===== config.mk =====
export PLATFORM = sky130hd
export DESIGN_NAME = fe_fifo_reader_usb_flat
export DESIGN_NICKNAME = d
export VERILOG_FILES = /design/src/rtl/fe_fifo_reader_usb_if.sv /design/src/rtl/fe_fifo_reader_usb.sv /design/src/flat_wrapper.sv
export SDC_FILE = /design/constraint.sdc
export NUM_CORES = 1
export LEC_CHECK = 0
export CORE_UTILIZATION = 57
export DETAILED_ROUTE_END_ITERATION = 16
export DONT_BUFFER_PORTS = 1
export GPL_TIMING_DRIVEN = 0
export PLACE_DENSITY = 0.8
export SYNTH_ARGS = -nofsm -noshare
export SYNTH_HDL_FRONTEND = slang
export SYNTH_SLANG_ARGS = --single-unit
export TNS_END_PERCENT = 5

===== constraint.sdc =====
create_clock -name cwusb_clk -period 3.17 [get_ports cwusb_clk]
set_input_delay 0.634 -clock cwusb_clk [delete_from_list [all_inputs] [get_ports cwusb_clk]]
set_output_delay 0.634 -clock cwusb_clk [all_outputs]
set_load 0.005 [all_outputs]

===== src/rtl/fe_fifo_reader_usb_if.sv =====
// fe_fifo_reader_usb_if: sniff-FIFO read port plus event stream.
// master is the reader block, slave is the FIFO/consumer side.
interface fe_fifo_reader_usb_if #(
  parameter int pTIME_ACC_WIDTH = 32
);
  logic                       I_fifo_empty;
  logic                       O_fifo_rd;
  logic [17:0]                I_fifo_dout;
  logic                       O_evt_valid;
  logic                       I_evt_ready;
  logic [1:0]                 O_evt_cmd;
  logic [7:0]                 O_evt_data;
  logic [4:0]                 O_evt_status;
  logic [pTIME_ACC_WIDTH-1:0] O_evt_time;

  modport master (
    input  I_fifo_empty,
    input  I_fifo_dout,
    input  I_evt_ready,
    output O_fifo_rd,
    output O_evt_valid,
    output O_evt_cmd,
    output O_evt_data,
    output O_evt_status,
    output O_evt_time
  );

  modport slave (
    output I_fifo_empty,
    output I_fifo_dout,
    output I_evt_ready,
    input  O_fifo_rd,
    input  O_evt_valid,
    input  O_evt_cmd,
    input  O_evt_data,
    input  O_evt_status,
    input  O_evt_time
  );
endinterface


===== src/rtl/fe_fifo_reader_usb.sv =====
// fe_fifo_reader_usb: drains the USB sniff FIFO, rebuilds absolute
// timestamps and emits DATA/STAT events on a valid/ready stream.
module fe_fifo_reader_usb #(
  parameter int pTIME_ACC_WIDTH       = 32,
  parameter int pTIMESTAMP_FULL_WIDTH = 16
) (
  input  logic                 cwusb_clk,
  input  logic                 reset_n,
  input  logic                 I_clear,
  fe_fifo_reader_usb_if.master bus,
  output logic                 O_err_badcmd,
  output logic                 O_time_wrap
);

  localparam int AW = pTIME_ACC_WIDTH;
  localparam int FW = pTIMESTAMP_FULL_WIDTH;

  localparam logic [1:0] CMD_DATA = 2'b00;
  localparam logic [1:0] CMD_TIME = 2'b01;
  localparam logic [1:0] CMD_STAT = 2'b10;

  typedef enum logic {
    IDLE,
    FETCH
  } state_t;

  state_t state_q;
  state_t state_d;

  logic          fifo_rd;
  logic          fetch;

  logic [1:0]    cmd;
  logic [2:0]    short_t;
  logic [FW-1:0] full_t;
  logic [7:0]    data;
  logic [4:0]    status;

  logic          is_data;
  logic          is_time;
  logic          is_stat;
  logic          is_rsvd;

  logic [FW-1:0] delta;
  logic [AW-1:0] acc_q;
  logic [AW-1:0] acc_next;
  logic          carry;

  logic          valid_q;
  logic [1:0]    cmd_q;
  logic [7:0]    data_q;
  logic [4:0]    status_q;
  logic [AW-1:0] time_q;
  logic          badcmd_q;
  logic          wrap_q;

  assign cmd     = bus.I_fifo_dout[1:0];
  assign short_t = bus.I_fifo_dout[4:2];
  assign full_t  = bus.I_fifo_dout[FW+1:2];
  assign data    = bus.I_fifo_dout[12:5];
  assign status  = bus.I_fifo_dout[17:13];

  assign fetch = (state_q == FETCH);

  always_comb begin
    is_data = 1'b0;
    is_time = 1'b0;
    is_stat = 1'b0;
    is_rsvd = 1'b0;
    unique case (1'b1)
      (cmd == CMD_DATA): is_data = 1'b1;
      (cmd == CMD_TIME): is_time = 1'b1;
      (cmd == CMD_STAT): is_stat = 1'b1;
      default:           is_rsvd = 1'b1;
    endcase
  end

  always_comb begin
    delta = FW'(short_t);
    if (is_time) begin
      delta = full_t;
    end
    {carry, acc_next} = {1'b0, acc_q} + (AW+1)'(delta);
  end

  // state register
  always_ff @(posedge cwusb_clk or negedge reset_n) begin
    if (!reset_n) begin
      state_q <= IDLE;
    end else begin
      state_q <= state_d;
    end
  end

  // next-state logic
  always_comb begin
    state_d = state_q;
    if (I_clear) begin
      state_d = IDLE;
    end else begin
      unique case (state_q)
        IDLE:    if (fifo_rd) state_d = FETCH;
        FETCH:   state_d = IDLE;
        default: state_d = IDLE;
      endcase
    end
  end

  // read strobe; held low in reset so an asserted reset_n
  // never lets a read escape while the FIFO is non-empty
  always_comb begin
    fifo_rd = 1'b0;
    if (state_q == IDLE && reset_n && !I_clear) begin
      fifo_rd = !bus.I_fifo_empty &&
                (!valid_q || bus.I_evt_ready);
    end
  end

  always_ff @(posedge cwusb_clk or negedge reset_n) begin
    if (!reset_n) begin
      acc_q    <= '0;
      valid_q  <= 1'b0;
      cmd_q    <= '0;
      data_q   <= '0;
      status_q <= '0;
      time_q   <= '0;
      badcmd_q <= 1'b0;
      wrap_q   <= 1'b0;
    end else if (I_clear) begin
      acc_q    <= '0;
      valid_q  <= 1'b0;
      cmd_q    <= '0;
      data_q   <= '0;
      status_q <= '0;
      time_q   <= '0;
      badcmd_q <= 1'b0;
      wrap_q   <= 1'b0;
    end else begin
      if (valid_q && bus.I_evt_ready) begin
        valid_q <= 1'b0;
      end
      if (fetch) begin
        if (!is_rsvd) begin
          acc_q <= acc_next;
          if (carry) begin
            wrap_q <= 1'b1;
          end
        end
        // a read only issues when the slot is free, so
        // loading here never overwrites an unaccepted event
        if (is_data || is_stat) begin
          valid_q  <= 1'b1;
          cmd_q    <= cmd;
          data_q   <= is_stat ? 8'h00 : data;
          status_q <= status;
          time_q   <= acc_next;
        end
        if (is_rsvd) begin
          badcmd_q <= 1'b1;
        end
      end
    end
  end

  assign bus.O_fifo_rd    = fifo_rd;
  assign bus.O_evt_valid  = valid_q;
  assign bus.O_evt_cmd    = cmd_q;
  assign bus.O_evt_data   = data_q;
  assign bus.O_evt_status = status_q;
  assign bus.O_evt_time   = time_q;
  assign O_err_badcmd     = badcmd_q;
  assign O_time_wrap      = wrap_q;

endmodule


===== src/flat_wrapper.sv =====
// flat-port wrapper written by rule: the top's interface ports become plain ports
module fe_fifo_reader_usb_flat 
#(
  parameter int pTIME_ACC_WIDTH       = 32,
  parameter int pTIMESTAMP_FULL_WIDTH = 16
)
  (cwusb_clk, reset_n, I_clear, O_err_badcmd, O_time_wrap, bus_I_fifo_empty, bus_I_fifo_dout, bus_I_evt_ready, bus_O_fifo_rd, bus_O_evt_valid, bus_O_evt_cmd, bus_O_evt_data, bus_O_evt_status, bus_O_evt_time);
  fe_fifo_reader_usb_if #(.pTIME_ACC_WIDTH(pTIME_ACC_WIDTH)) bus_i ();
  input  logic cwusb_clk;
  input  logic reset_n;
  input  logic I_clear;
  output logic O_err_badcmd;
  output logic O_time_wrap;
  input wire logic [$bits(bus_i.I_fifo_empty)-1:0] bus_I_fifo_empty;
  input wire logic [$bits(bus_i.I_fifo_dout)-1:0] bus_I_fifo_dout;
  input wire logic [$bits(bus_i.I_evt_ready)-1:0] bus_I_evt_ready;
  output wire logic [$bits(bus_i.O_fifo_rd)-1:0] bus_O_fifo_rd;
  output wire logic [$bits(bus_i.O_evt_valid)-1:0] bus_O_evt_valid;
  output wire logic [$bits(bus_i.O_evt_cmd)-1:0] bus_O_evt_cmd;
  output wire logic [$bits(bus_i.O_evt_data)-1:0] bus_O_evt_data;
  output wire logic [$bits(bus_i.O_evt_status)-1:0] bus_O_evt_status;
  output wire logic [$bits(bus_i.O_evt_time)-1:0] bus_O_evt_time;
  assign bus_i.I_fifo_empty = bus_I_fifo_empty;
  assign bus_i.I_fifo_dout = bus_I_fifo_dout;
  assign bus_i.I_evt_ready = bus_I_evt_ready;
  assign bus_O_fifo_rd = bus_i.O_fifo_rd;
  assign bus_O_evt_valid = bus_i.O_evt_valid;
  assign bus_O_evt_cmd = bus_i.O_evt_cmd;
  assign bus_O_evt_data = bus_i.O_evt_data;
  assign bus_O_evt_status = bus_i.O_evt_status;
  assign bus_O_evt_time = bus_i.O_evt_time;
  fe_fifo_reader_usb #(.pTIME_ACC_WIDTH(pTIME_ACC_WIDTH), .pTIMESTAMP_FULL_WIDTH(pTIMESTAMP_FULL_WIDTH)) u_core (.cwusb_clk(cwusb_clk), .reset_n(reset_n), .I_clear(I_clear), .bus(bus_i), .O_err_badcmd(O_err_badcmd), .O_time_wrap(O_time_wrap));
endmodule

==> flow_metrics.env, run 1 <==
export IMPL_busiest_layer="met2"
export IMPL_switching_share=0.2588
export IMPL_antenna_found_initial=0
export IMPL_yosysSeqAreaShare=0.4317
export IMPL_worstPathRequired_ns=3.44
export IMPL_worst_slew_pin_slew_ns=0.7043
export IMPL_initial_core_util=0.5885
export IMPL_vdd_drop_max_uv=264.2
export IMPL_finalCritPeriodShare=0.9596
export IMPL_routed_via_density=6.271
export IMPL_netlist_area_leader_share=0.4317
export IMPL_cts_sinks=83
export IMPL_gp_congestion=0.9100
export IMPL_p_switching_mw=0.5521
export IMPL_synth_seq_cells=83
export IMPL_core_mm2=0.008175
export IMPL_maxSlewHeadroom=0.5305
export IMPL_post_place_ws_ns=-0.3934
export IMPL_synth_distinct_cells=61
export IMPL_synthCells=528
export IMPL_fp_dieArea_mm2=0.008812
export IMPL_die_w_um=93.87
export IMPL_vias=4089
export IMPL_leakage_nw=2.105
export IMPL_ys_warn_count=0
export IMPL_cap_violations=0
export IMPL_finalCriticalPeriod_ns=3.042
export IMPL_wirelength_um=12430
export IMPL_synth_edf_count=0
export IMPL_criticalPathCategory="input pin to flip-flop"
export IMPL_fillCellCount=688
export IMPL_synth_nets=568
export IMPL_power_mw=2.133
export IMPL_grt_util_met1=0.4334
export IMPL_avgSynthCellArea_um2=9.111
export IMPL_endpoint_kind="flip-flop"
export IMPL_diodes=0
export IMPL_netlist_area_mm2=0.004811
export IMPL_setup_viol=0
export IMPL_clockPowerShare=0.408
export IMPL_cts_tree="done"
export IMPL_htreeDepth=3
export IMPL_setup_slack_ns=0.1279
export IMPL_powerDensity_mw_per_mm2=408.2
export IMPL_startpoint_type="input pin"
export IMPL_ctsRootBufferMaster="clkbuf_8"
export IMPL_sequentialPowerShare=0.511
export IMPL_route_detailed_drc=0
export IMPL_finClkSkew_ns=0.01597
export IMPL_track_usage=0.3013
export IMPL_cts_buffers=9
export IMPL_met3_usage=0.06230
export IMPL_final_net_count=582
export IMPL_synth_main_ff_cell="dfrtp_1"
export IMPL_chipHeight_um=93.87
export IMPL_grt_pass1_vias=3893
export IMPL_max_freq_mhz=328.7
export IMPL_clk_pin_slew_ns=0.10
export IMPL_drt_iter0_drc=298
export IMPL_row_count=33
export IMPL_post_dp_hpwl_um=8838
export IMPL_holdCritPathClass="input pin to async pin"
export IMPL_intPower_mw=1.581
export IMPL_drv_slew=0
export IMPL_combPwrFrac=0.081
export IMPL_yosysTopAreaCell="dfrtp_1"
export IMPL_grt_start_max_net_pins=84
export IMPL_hold_viol=0
export IMPL_ioPinCount=74
export IMPL_drive_gt1_frac=0.09689
export IMPL_gr_usage_met2=0.4562
export IMPL_yosys_top_cells_area="dfrtp_1 43%, nand2_1 5.8%, a21oi_1 5.1%"
export IMPL_firstDrtPassIters=5
export IMPL_grt_pass1_wl_um=20060
export IMPL_synthArstFlopShare=1.000
export IMPL_worstSkewPairLatency_ns=0.36
export IMPL_status="completed"
export IMPL_postRouteAntennaNets=0
export IMPL_grt_remaining_overflow=0
export IMPL_clockBufferDepth=2
export IMPL_critical_path_arrival_ns=3.31
export IMPL_path_max_fanout=10
export IMPL_area_growth_pct=8.635
export IMPL_wl_per_cell_um=19.06
export IMPL_port_buffers=0
[critical path, stage by stage]
cell and delay (ns):
nor2b_2 0.22, clkbuf_4 0.23, and2_1 0.19, ha_1 0.31
a21oi_1 0.19, o21ai_0 0.15, a221o_1 0.37, a22oi_2 0.25
buf_4 0.20, buf_4 0.18, o21ai_0 0.11, a311oi_1 0.28
[what timing repair did]
item | CTS | global route
hold buffers | 1 | 0
gates resized for setup | 1 | 3
pin swaps | 1 | 1
endpoints found under the setup margin | 8 | 7
buffers inserted | 1 | 1
hold endpoints to repair | 83 | 0
[per-layer routing]
layer  share of wire  vias up
met1            0.45     1995
met2            0.45      165
met4           0.013        0
met5               0        -
met3           0.082       15
li1                -     1914
[stage by stage]
stage,instance area (µm²),std cells,setup TNS [ns],utilization,hold WS (ns)
global route,5226,652,-0.03964,0.6393,0.1872
finish,5226,652,0,0.6393,0.1484
floorplan,4811,528,0,-,0.3384
global placement,4942,633,-7.805,0.6045,0.3397
CTS,5214,651,0,0.6377,0.1791
detailed placement,4942,633,-8.941,0.6045,0.3394
[synth_stat cells (all sizes together) (12+ instances only)]
library cell  number
dfrtp             83
nand2             74
a21oi             52
nor2              47
clkbuf            26
and2              18
a211oi            17
o21ai             17
xnor2             17
ha                16
nand3b            12
or3               12
[power by group through the flow]
stage	clock network [mW]	logic (mW)	registers [mW]
after floorplan	0	0.108	1.11
after global placement	0	0.144	1.11
after detailed placement	0	0.146	1.11
after CTS	0.879	0.172	1.09
after global routing	0.924	0.192	1.09
final	0.870	0.173	1.09
[kinds of logic (layout without fill, tap and decap cells)]
kind of cell | after synthesis | count (layout) | synth area share
AOI/OAI and AO/OA | 132 | 132 | 0.1896
muxes | 5 | 5 | 0.01144
and+or+nand+nor | 224 | 224 | 0.2406
xor gates and xnor gates | 23 | 23 | 0.04187
adders and majority gates | 17 | 17 | 0.04577
buffers and inverters | 44 | 63 | 0.03901
DFF | 83 | 83 | 0.4317
[layout make-up]
class,count,area [µm²],area share
buffer,37,162.7,0.03112
clock buffer,9,123.9,0.02370
timing repair buffer,3,55.05,0.01053
sequential,83,2077,0.3974
tap,105,131.4,0.02514
clock inverter,7,98.84,0.01891
multi-input combinational,401,2549,0.4877
inverter,7,28.78,0.005506
[final timing paths]
check	from	endpoint	slack, ns	depth (start not counted)
setup / recovery	bus_I_fifo_dout[0]	u_core.bus.O_evt_time[25]	0.13	12
hold / removal	reset_n	u_core.bus.O_evt_time[25]	0.15	1
setup reg to reg	u_core.acc_q[0]	u_core.acc_q[30]	0.41	9
hold reg to reg	u_core.acc_q[4]	u_core.acc_q[4]	0.52	2
max in group asynchronous	reset_n	u_core.acc_q[28]	2.65	1
min in group cwusb_clk	bus_I_fifo_dout[13]	u_core.bus.O_evt_status[0]	0.40	2
[flip-flops by register name (all words and copies together) (netlist names)]
signal and count:
u_core.O_err_badcmd 1, u_core.O_time_wrap 1, u_core.acc_q 32, u_core.bus.O_evt_cmd 2
u_core.bus.O_evt_data 8, u_core.bus.O_evt_status 5, u_core.bus.O_evt_time 32, u_core.bus.O_evt_valid 1
u_core.fetch 1
[layout by cell type, fill, tap and decap left out, types with 8 or more instances in the layout]
cell      synthesis  routed
clkbuf_8          0       9
nand3_1          10      10
nand2_1          74      74
nor2_1           45      45
a211oi_1         17      17
nand3b_1         12      12
a21oi_1          49      49
or3_1            12      12
nor2b_1           9       8
ha_1             16      16
clkbuf_1         25      24
xnor2_1          17      17
and2_1           18      18
dfrtp_1          83      83
o31ai_1          10      10
o21ai_0          14      14
Note: power is estimated with default switching activity, not from simulation.
==> run 2: changes to the inputs <==
--- a/config.mk
+++ b/config.mk
@@ -5,6 +5,7 @@
 export SDC_FILE = /design/constraint.sdc
 export NUM_CORES = 1
 export LEC_CHECK = 0
+export CORE_MARGIN = 2
 export CORE_UTILIZATION = 57
 export DETAILED_ROUTE_END_ITERATION = 16
 export DONT_BUFFER_PORTS = 1
==> constraint.sdc (replaced) <==
create_clock -name cwusb_clk -period 3.17 [get_ports cwusb_clk]
set_input_delay 0.317 -clock cwusb_clk [delete_from_list [all_inputs] [get_ports cwusb_clk]]
set_output_delay 0.317 -clock cwusb_clk [all_outputs]
set_load 0.005 [all_outputs]
==> run 2 against run 1 <==
Global-route usage decreased by 1.4 points; critical path depth unchanged; utilization decreased by 0.58 points; worst hold slack got worse by 0.068 ns; sequential share of layout area increased by 0.16 points; register-to-register slack got worse by 0.05 ns; critical endpoint is now u_core.bus.O_evt_time[21]; largest cell class unchanged; highest routed layer unchanged.
==> flow_metrics.env, run 2 (synthesized netlist as in run 1, its figures left out) <==
export IMPL_vdd_drop_max_uv=257.5
export IMPL_gp_congestion=0.9135
export IMPL_rsz0062_at_grt="false"
export IMPL_placed_cells=633
export IMPL_die_w_um=95.87
export IMPL_post_cts_resized=0
export IMPL_antenna_found_initial=1
export IMPL_track_usage=0.2872
export IMPL_path_max_fanout=10
export IMPL_stdcell_count=652
export IMPL_powerDensity_mw_per_mm2=411.3
export IMPL_chipHeight_um=95.87
export IMPL_dr_wl_met2_um=5810
export IMPL_grt_start_max_net_pins=84
export IMPL_post_dp_cell_area_mm2=0.004942
export IMPL_wirelength_um=12650
export IMPL_post_dp_hpwl_um=9216
export IMPL_finClkSkew_ns=0.01108
export IMPL_worstSkewPairLatency_ns=0.36
export IMPL_sequentialPowerShare=0.510
export IMPL_firstDrtPassIters=5
export IMPL_startpoint_type="input pin"
export IMPL_hold_viol=0
export IMPL_dr_wl_met3_um=986
export IMPL_worst_slew_pin_slew_ns=0.7059
export IMPL_setup_viol=0
export IMPL_cts_buffers=9
export IMPL_core_mm2=0.008217
export IMPL_port_buffers=0
export IMPL_status="completed"
export IMPL_area_growth_pct=8.192
export IMPL_critPathTopFamily="compound AO/OA/AOI/OAI gates"
export IMPL_ioPinCount=74
export IMPL_ctsRootBufferMaster="clkbuf_8"
export IMPL_cts_sinks=83
export IMPL_p_switching_mw=0.5591
export IMPL_htreeDepth=3
export IMPL_endpoint_kind="flip-flop"
export IMPL_cp_slowest_cell="a221o_1"
export IMPL_critPathBufInv=3
export IMPL_grt_pass1_wl_um=19920
export IMPL_vias=4089
export IMPL_criticalPathCategory="input pin to flip-flop"
export IMPL_intPower_mw=1.581
export IMPL_grt_pass1_vias=3881
export IMPL_setup_tns_ns=0
export IMPL_postRouteAntennaNets=0
export IMPL_worstPathRequired_ns=3.41
export IMPL_finalCritPeriodShare=0.9472
export IMPL_holdCritPathClass="input pin to flip-flop"
export IMPL_final_net_count=581
export IMPL_power_mw=2.141
export IMPL_wl_per_cell_um=19.39
export IMPL_final_common_cell="dfrtp_1"
export IMPL_clockBufferDepth=2
export IMPL_max_stage_delay_ns=0.37
export IMPL_clk_pin_slew_ns=0.09
export IMPL_drv_slew=0
export IMPL_row_count=33
export IMPL_switching_share=0.2612
export IMPL_layout_common_cells="83 x dfrtp_1, 74 x nand2_1, 49 x a21oi_1"
export IMPL_grt_remaining_overflow=0
export IMPL_maxSlewHeadroom=0.5294
export IMPL_worstPathCellList="nor2b_1 -> clkbuf_1 -> and2_1 -> ha_1 -> o21ai_0 -> a21oi_1 -> a221o_1 -> a22oi_2 -> buf_4 -> buf_4 -> o21ai_0 -> a311oi_1"
export IMPL_fillCellCount=677
export IMPL_leakage_nw=2.089
export IMPL_route_detailed_drc=0
export IMPL_initial_core_util=0.5855
export IMPL_clockPowerShare=0.409
export IMPL_stdcell_area_mm2=0.005205
export IMPL_drt_iter0_drc=188
export IMPL_wl_met1_um=5680
export IMPL_combPwrFrac=0.081
export IMPL_fp_dieArea_mm2=0.009191
export IMPL_critical_path_arrival_ns=3.25
export IMPL_drive_gt1_frac=0.08974
export IMPL_max_freq_mhz=333.0
export IMPL_routed_via_density=6.271
export IMPL_finalCriticalPeriod_ns=3.003
export IMPL_top_layer="met4"
export IMPL_cts_tree="done"
export IMPL_cap_violations=0
export IMPL_post_route_util=0.6335
## run 2: cell count changes in the layout (fill, tap and decap cells not counted), sizes merged
cell | before | now
dlygate4sd3 | 0 | 1
diode | 0 | 1
buf | 14 | 12
## run 2: routing by layer
metal,vias to the layer above,global-route usage
li1,1920,-
met1,1995,0.3979
met2,158,0.4429
met3,16,0.07048
met4,0,0.09405
met5,-,0
## run 2: power groups by stage
stage / clock network [mW] / registers [mW] / logic [mW]
2_1_floorplan: 0 / 1.11 / 0.108
3_3_place_gp: 0 / 1.11 / 0.144
3_5_place_dp: 0 / 1.11 / 0.147
4_1_cts: 0.879 / 1.09 / 0.174
5_1_grt: 0.927 / 1.09 / 0.193
6_report: 0.875 / 1.09 / 0.174
## run 2: worst paths after layout
check	end	depth (start not counted)	slack, ns	start
setup / recovery	u_core.bus.O_evt_time[21]	12	0.17	bus_I_fifo_dout[0]
hold / removal	u_core.bus.O_evt_status[2]	2	0.08	bus_I_fifo_dout[15]
setup reg to reg	u_core.acc_q[30]	9	0.36	u_core.acc_q[0]
hold reg to reg	u_core.acc_q[6]	2	0.51	u_core.acc_q[6]
max in group asynchronous	u_core.acc_q[26]	2	2.35	reset_n
min in group asynchronous	u_core.bus.O_evt_time[3]	2	0.51	reset_n
## run 2: metrics by stage
stage,hold slack (ns),setup WS [ns]
3_3_place_gp,0.02301,-0.09730
4_1_cts,0.07901,0.2393
6_report,0.08043,0.1673
5_1_grt,0.07743,0.01656
3_5_place_dp,0.02267,-0.1309
2_1_floorplan,0.02141,0.4496
## run 2: cell type report
type / count / area, µm² / area share
Buffer: 37 / 158.9 / 0.03053
Clock inverter: 7 / 98.84 / 0.01899
Clock buffer: 9 / 123.9 / 0.02380
Tap cell: 105 / 131.4 / 0.02524
Multi-Input combinational cell: 401 / 2546 / 0.4892
Antenna cell: 1 / 2.502 / 0.0004808
Sequential cell: 83 / 2077 / 0.3990
Timing Repair Buffer: 2 / 37.54 / 0.007212
Inverter: 7 / 28.78 / 0.005529
## run 2: timing repair
item,4_1_cts,5_1_grt
hold endpoints to repair,83,0
hold buffers,2,0
setup buffers,0,0
==> run 3: changes to the inputs <==
--- a/config.mk
+++ b/config.mk
@@ -5,6 +5,7 @@
 export SDC_FILE = /design/constraint.sdc
 export NUM_CORES = 1
 export LEC_CHECK = 0
+export ABC_AREA = 1
 export CORE_MARGIN = 2
 export CORE_UTILIZATION = 57
 export DETAILED_ROUTE_END_ITERATION = 16
==> run 3 against run 2 <==
Setup slack improved by 0.77 ns; clock power increased by 6.5%; total power increased by 13%; combinational power is 91% higher; non-clock buffer count decreased by 18; sequential cell count did not move; die area increased by 2.2%; cell area is 2.4% higher; largest power group unchanged.
==> flow_metrics.env, run 3 <==
export IMPL_yosysSeqAreaShare=0.4220
export IMPL_avgSynthCellArea_um2=6.952
export IMPL_chipHeight_um=96.93
export IMPL_clockBufferDepth=2
export IMPL_htreeDepth=3
export IMPL_leakage_nw=2.914
export IMPL_core_mm2=0.008299
export IMPL_track_usage=0.2892
export IMPL_worstSkewPairLatency_ns=0.37
export IMPL_cp_slowest_cell="clkbuf_1"
export IMPL_met3_usage=0.05275
export IMPL_ys_warn_count=0
export IMPL_synth_main_ff_cell="dfrtp_1"
export IMPL_grt_start_max_net_pins=84
export IMPL_switching_share=0.2802
export IMPL_grt_remaining_overflow=0
export IMPL_vias=4559
export IMPL_sequentialPowerShare=0.478
export IMPL_synth_edf_count=0
export IMPL_clockPowerShare=0.385
export IMPL_netlist_area_mm2=0.004922
export IMPL_final_net_count=761
export IMPL_grt_util_met1=0.4028
export IMPL_post_dp_cell_area_mm2=0.005054
export IMPL_finalCritPeriodShare=0.7057
export IMPL_criticalPathCategory="input pin to flip-flop"
export IMPL_powerDensity_mw_per_mm2=454.3
export IMPL_placed_cells=813
export IMPL_yosys_top_cells_area="dfrtp_1 42%, nand2_1 20%, inv_1 7.0%"
export IMPL_drv_slew=0
export IMPL_finalCriticalPeriod_ns=2.237
export IMPL_cp_common_cell="nand2_1"
export IMPL_timing_critical_path_depth=15
export IMPL_area_growth_pct=8.312
export IMPL_gr_usage_met2=0.4557
export IMPL_initial_core_util=0.5931
export IMPL_gp_congestion=0.8945
export IMPL_ctsRootBufferMaster="clkbuf_8"
export IMPL_clk_pin_slew_ns=0.09
export IMPL_post_dp_hpwl_um=9808
export IMPL_routed_via_density=5.486
export IMPL_grt_pass1_vias=4479
export IMPL_drive_gt1_frac=0.06612
export IMPL_postCtsSetupRepairBufs=0
export IMPL_p_switching_mw=0.6787
export IMPL_setup_tns_ns=0
export IMPL_worstPathCellList="inv_1 -> nand2_1 -> clkbuf_1 -> nor2_1 -> ha_1 -> nand2_1 -> inv_1 -> a21oi_1 -> nand2_1 -> nand2_1 -> nand2_1 -> nand2_1 -> nand3_1 -> nand4_1 -> nand2_1"
export IMPL_yosysMostFrequentCell="nand2_1"
export IMPL_ioPinCount=74
export IMPL_setup_slack_ns=0.9330
export IMPL_path_max_fanout=10
export IMPL_wirelength_um=12860
export IMPL_intPower_mw=1.743
export IMPL_cap_violations=0
export IMPL_holdWs_ns=0.01993
export IMPL_route_detailed_drc=0
export IMPL_port_buffers=0
export IMPL_critPathTopFamily="simple AND/OR/NAND/NOR gates"
export IMPL_startpoint_type="input pin"
export IMPL_layout_common_cells="268 x nand2_1, 92 x inv_1, 83 x dfrtp_1"
export IMPL_row_count=33
export IMPL_cts_tree="done"
export IMPL_firstDrtPassIters=5
export IMPL_yosysTopAreaCell="dfrtp_1"
export IMPL_synthArstFlopShare=1.000
export IMPL_critPathBufInv=3
export IMPL_synth_nets=748
export IMPL_holdCritPathClass="input pin to flip-flop"
export IMPL_synth_seq_cells=83
export IMPL_cts_buffers=9
export IMPL_cts_sinks=83
export IMPL_max_stage_delay_ns=0.39
export IMPL_synth_distinct_cells=31
export IMPL_setup_viol=0
export IMPL_maxSlewHeadroom=0.5751
export IMPL_antenna_found_initial=1
export IMPL_ys_top_cells_by_count="268 x nand2_1, 92 x inv_1, 83 x dfrtp_1, 47 x nor2_1, 43 x o21ai_0"
export IMPL_diodes=0
export IMPL_combPwrFrac=0.137
export IMPL_finClkSkew_ns=0.01578
export IMPL_vdd_drop_max_uv=304.2
export IMPL_reg2reg_depth=12
export IMPL_drt_iter0_drc=338
export IMPL_post_route_util=0.6424
export IMPL_worst_slew_pin_slew_ns=0.6374
export IMPL_stdcell_area_mm2=0.005331
export IMPL_hold_viol=0
export IMPL_post_cts_resized=0
export IMPL_stdcell_count=831
export IMPL_grt_pass1_wl_um=21690
export IMPL_netlist_area_leader_share=0.4220
export IMPL_critical_path_arrival_ns=2.50
export IMPL_worstHoldPathCells=1
export IMPL_synthCells=708
export IMPL_wl_per_cell_um=15.48
export IMPL_status="completed"
export IMPL_postRouteAntennaNets=0
export IMPL_final_common_cell="nand2_1"
export IMPL_max_freq_mhz=447.0
export IMPL_endpoint_kind="flip-flop"
export IMPL_busiest_layer="met2"
export IMPL_worstPathRequired_ns=3.43
export IMPL_fp_dieArea_mm2=0.009394
export IMPL_die_w_um=96.93
export IMPL_post_place_ws_ns=0.5852
export IMPL_power_mw=2.422
export IMPL_rsz0062_at_grt="false"
run 3: changes by cell type after synthesis, moves of 12 or more:
| cell | before | now |
|---|---|---|
| nand2_1 | 74 | 268 |
| inv_1 | 6 | 92 |
| a21oi_1 | 49 | 20 |
| o21ai_0 | 14 | 43 |
| nand4_1 | 4 | 29 |
| nand3_1 | 10 | 33 |
| and2_1 | 18 | 0 |
| a211oi_1 | 17 | 0 |
| clkbuf_1 | 25 | 8 |
| o21ai_1 | 2 | 19 |
| xnor2_1 | 17 | 0 |
| or3_1 | 12 | 0 |
run 3: layer usage:
metal,wire length (µm),part of all wire
met1,6093,0.47
met2,5734,0.45
met3,792,0.062
met4,240,0.019
met5,0,0
run 3: final cells by class:
cell class | instances | area, µm²
Buffer | 19 | 97.59
Inverter | 100 | 377.9
Timing Repair Buffer | 2 | 37.54
Clock buffer | 10 | 127.6
Sequential cell | 83 | 2077
Clock inverter | 6 | 112.6
Multi-Input combinational cell | 506 | 2370
Fill cell | 791 | 2968
Tap cell | 105 | 131.4
run 3: kinds of logic after synthesis:
family / Yosys count / synth area share
AND/OR/NAND/NOR: 403 / 0.3465
buffers and inverters: 119 / 0.09659
AO/OA/AOI/OAI: 86 / 0.09024
flip-flops: 83 / 0.4220
adder cells (fa/ha/maj): 17 / 0.04474
run 3: worst paths after layout:
check | startpoint | endpoint | slack [ns]
max | bus_I_fifo_dout[1] | u_core.bus.O_evt_time[27] | 0.93
max reg2reg | u_core.acc_q[0] | u_core.bus.O_evt_time[26] | 1.00
min | bus_I_fifo_empty | u_core.fetch | 0.02
min in group asynchronous | reset_n | u_core.acc_q[12] | 0.51
min reg2reg | u_core.acc_q[2] | u_core.acc_q[2] | 0.49
max in group asynchronous | reset_n | u_core.bus.O_evt_time[21] | 2.31
run 3: what timing repair did:
action                     in CTS  in global routing
hold endpoints to repair       83                  0
setup endpoints to repair       0                  0
hold buffers                    2                  0
run 3: power by group through the flow:
| stage | registers [mW] | logic, mW | clock network [mW] |
|---|---|---|---|
| 2_1_floorplan | 1.17 | 0.227 | 0 |
| 3_3_place_gp | 1.18 | 0.294 | 0 |
| 3_5_place_dp | 1.18 | 0.303 | 0 |
| 4_1_cts | 1.16 | 0.330 | 0.943 |
| 5_1_grt | 1.17 | 0.380 | 0.991 |
| 6_report | 1.16 | 0.332 | 0.932 |
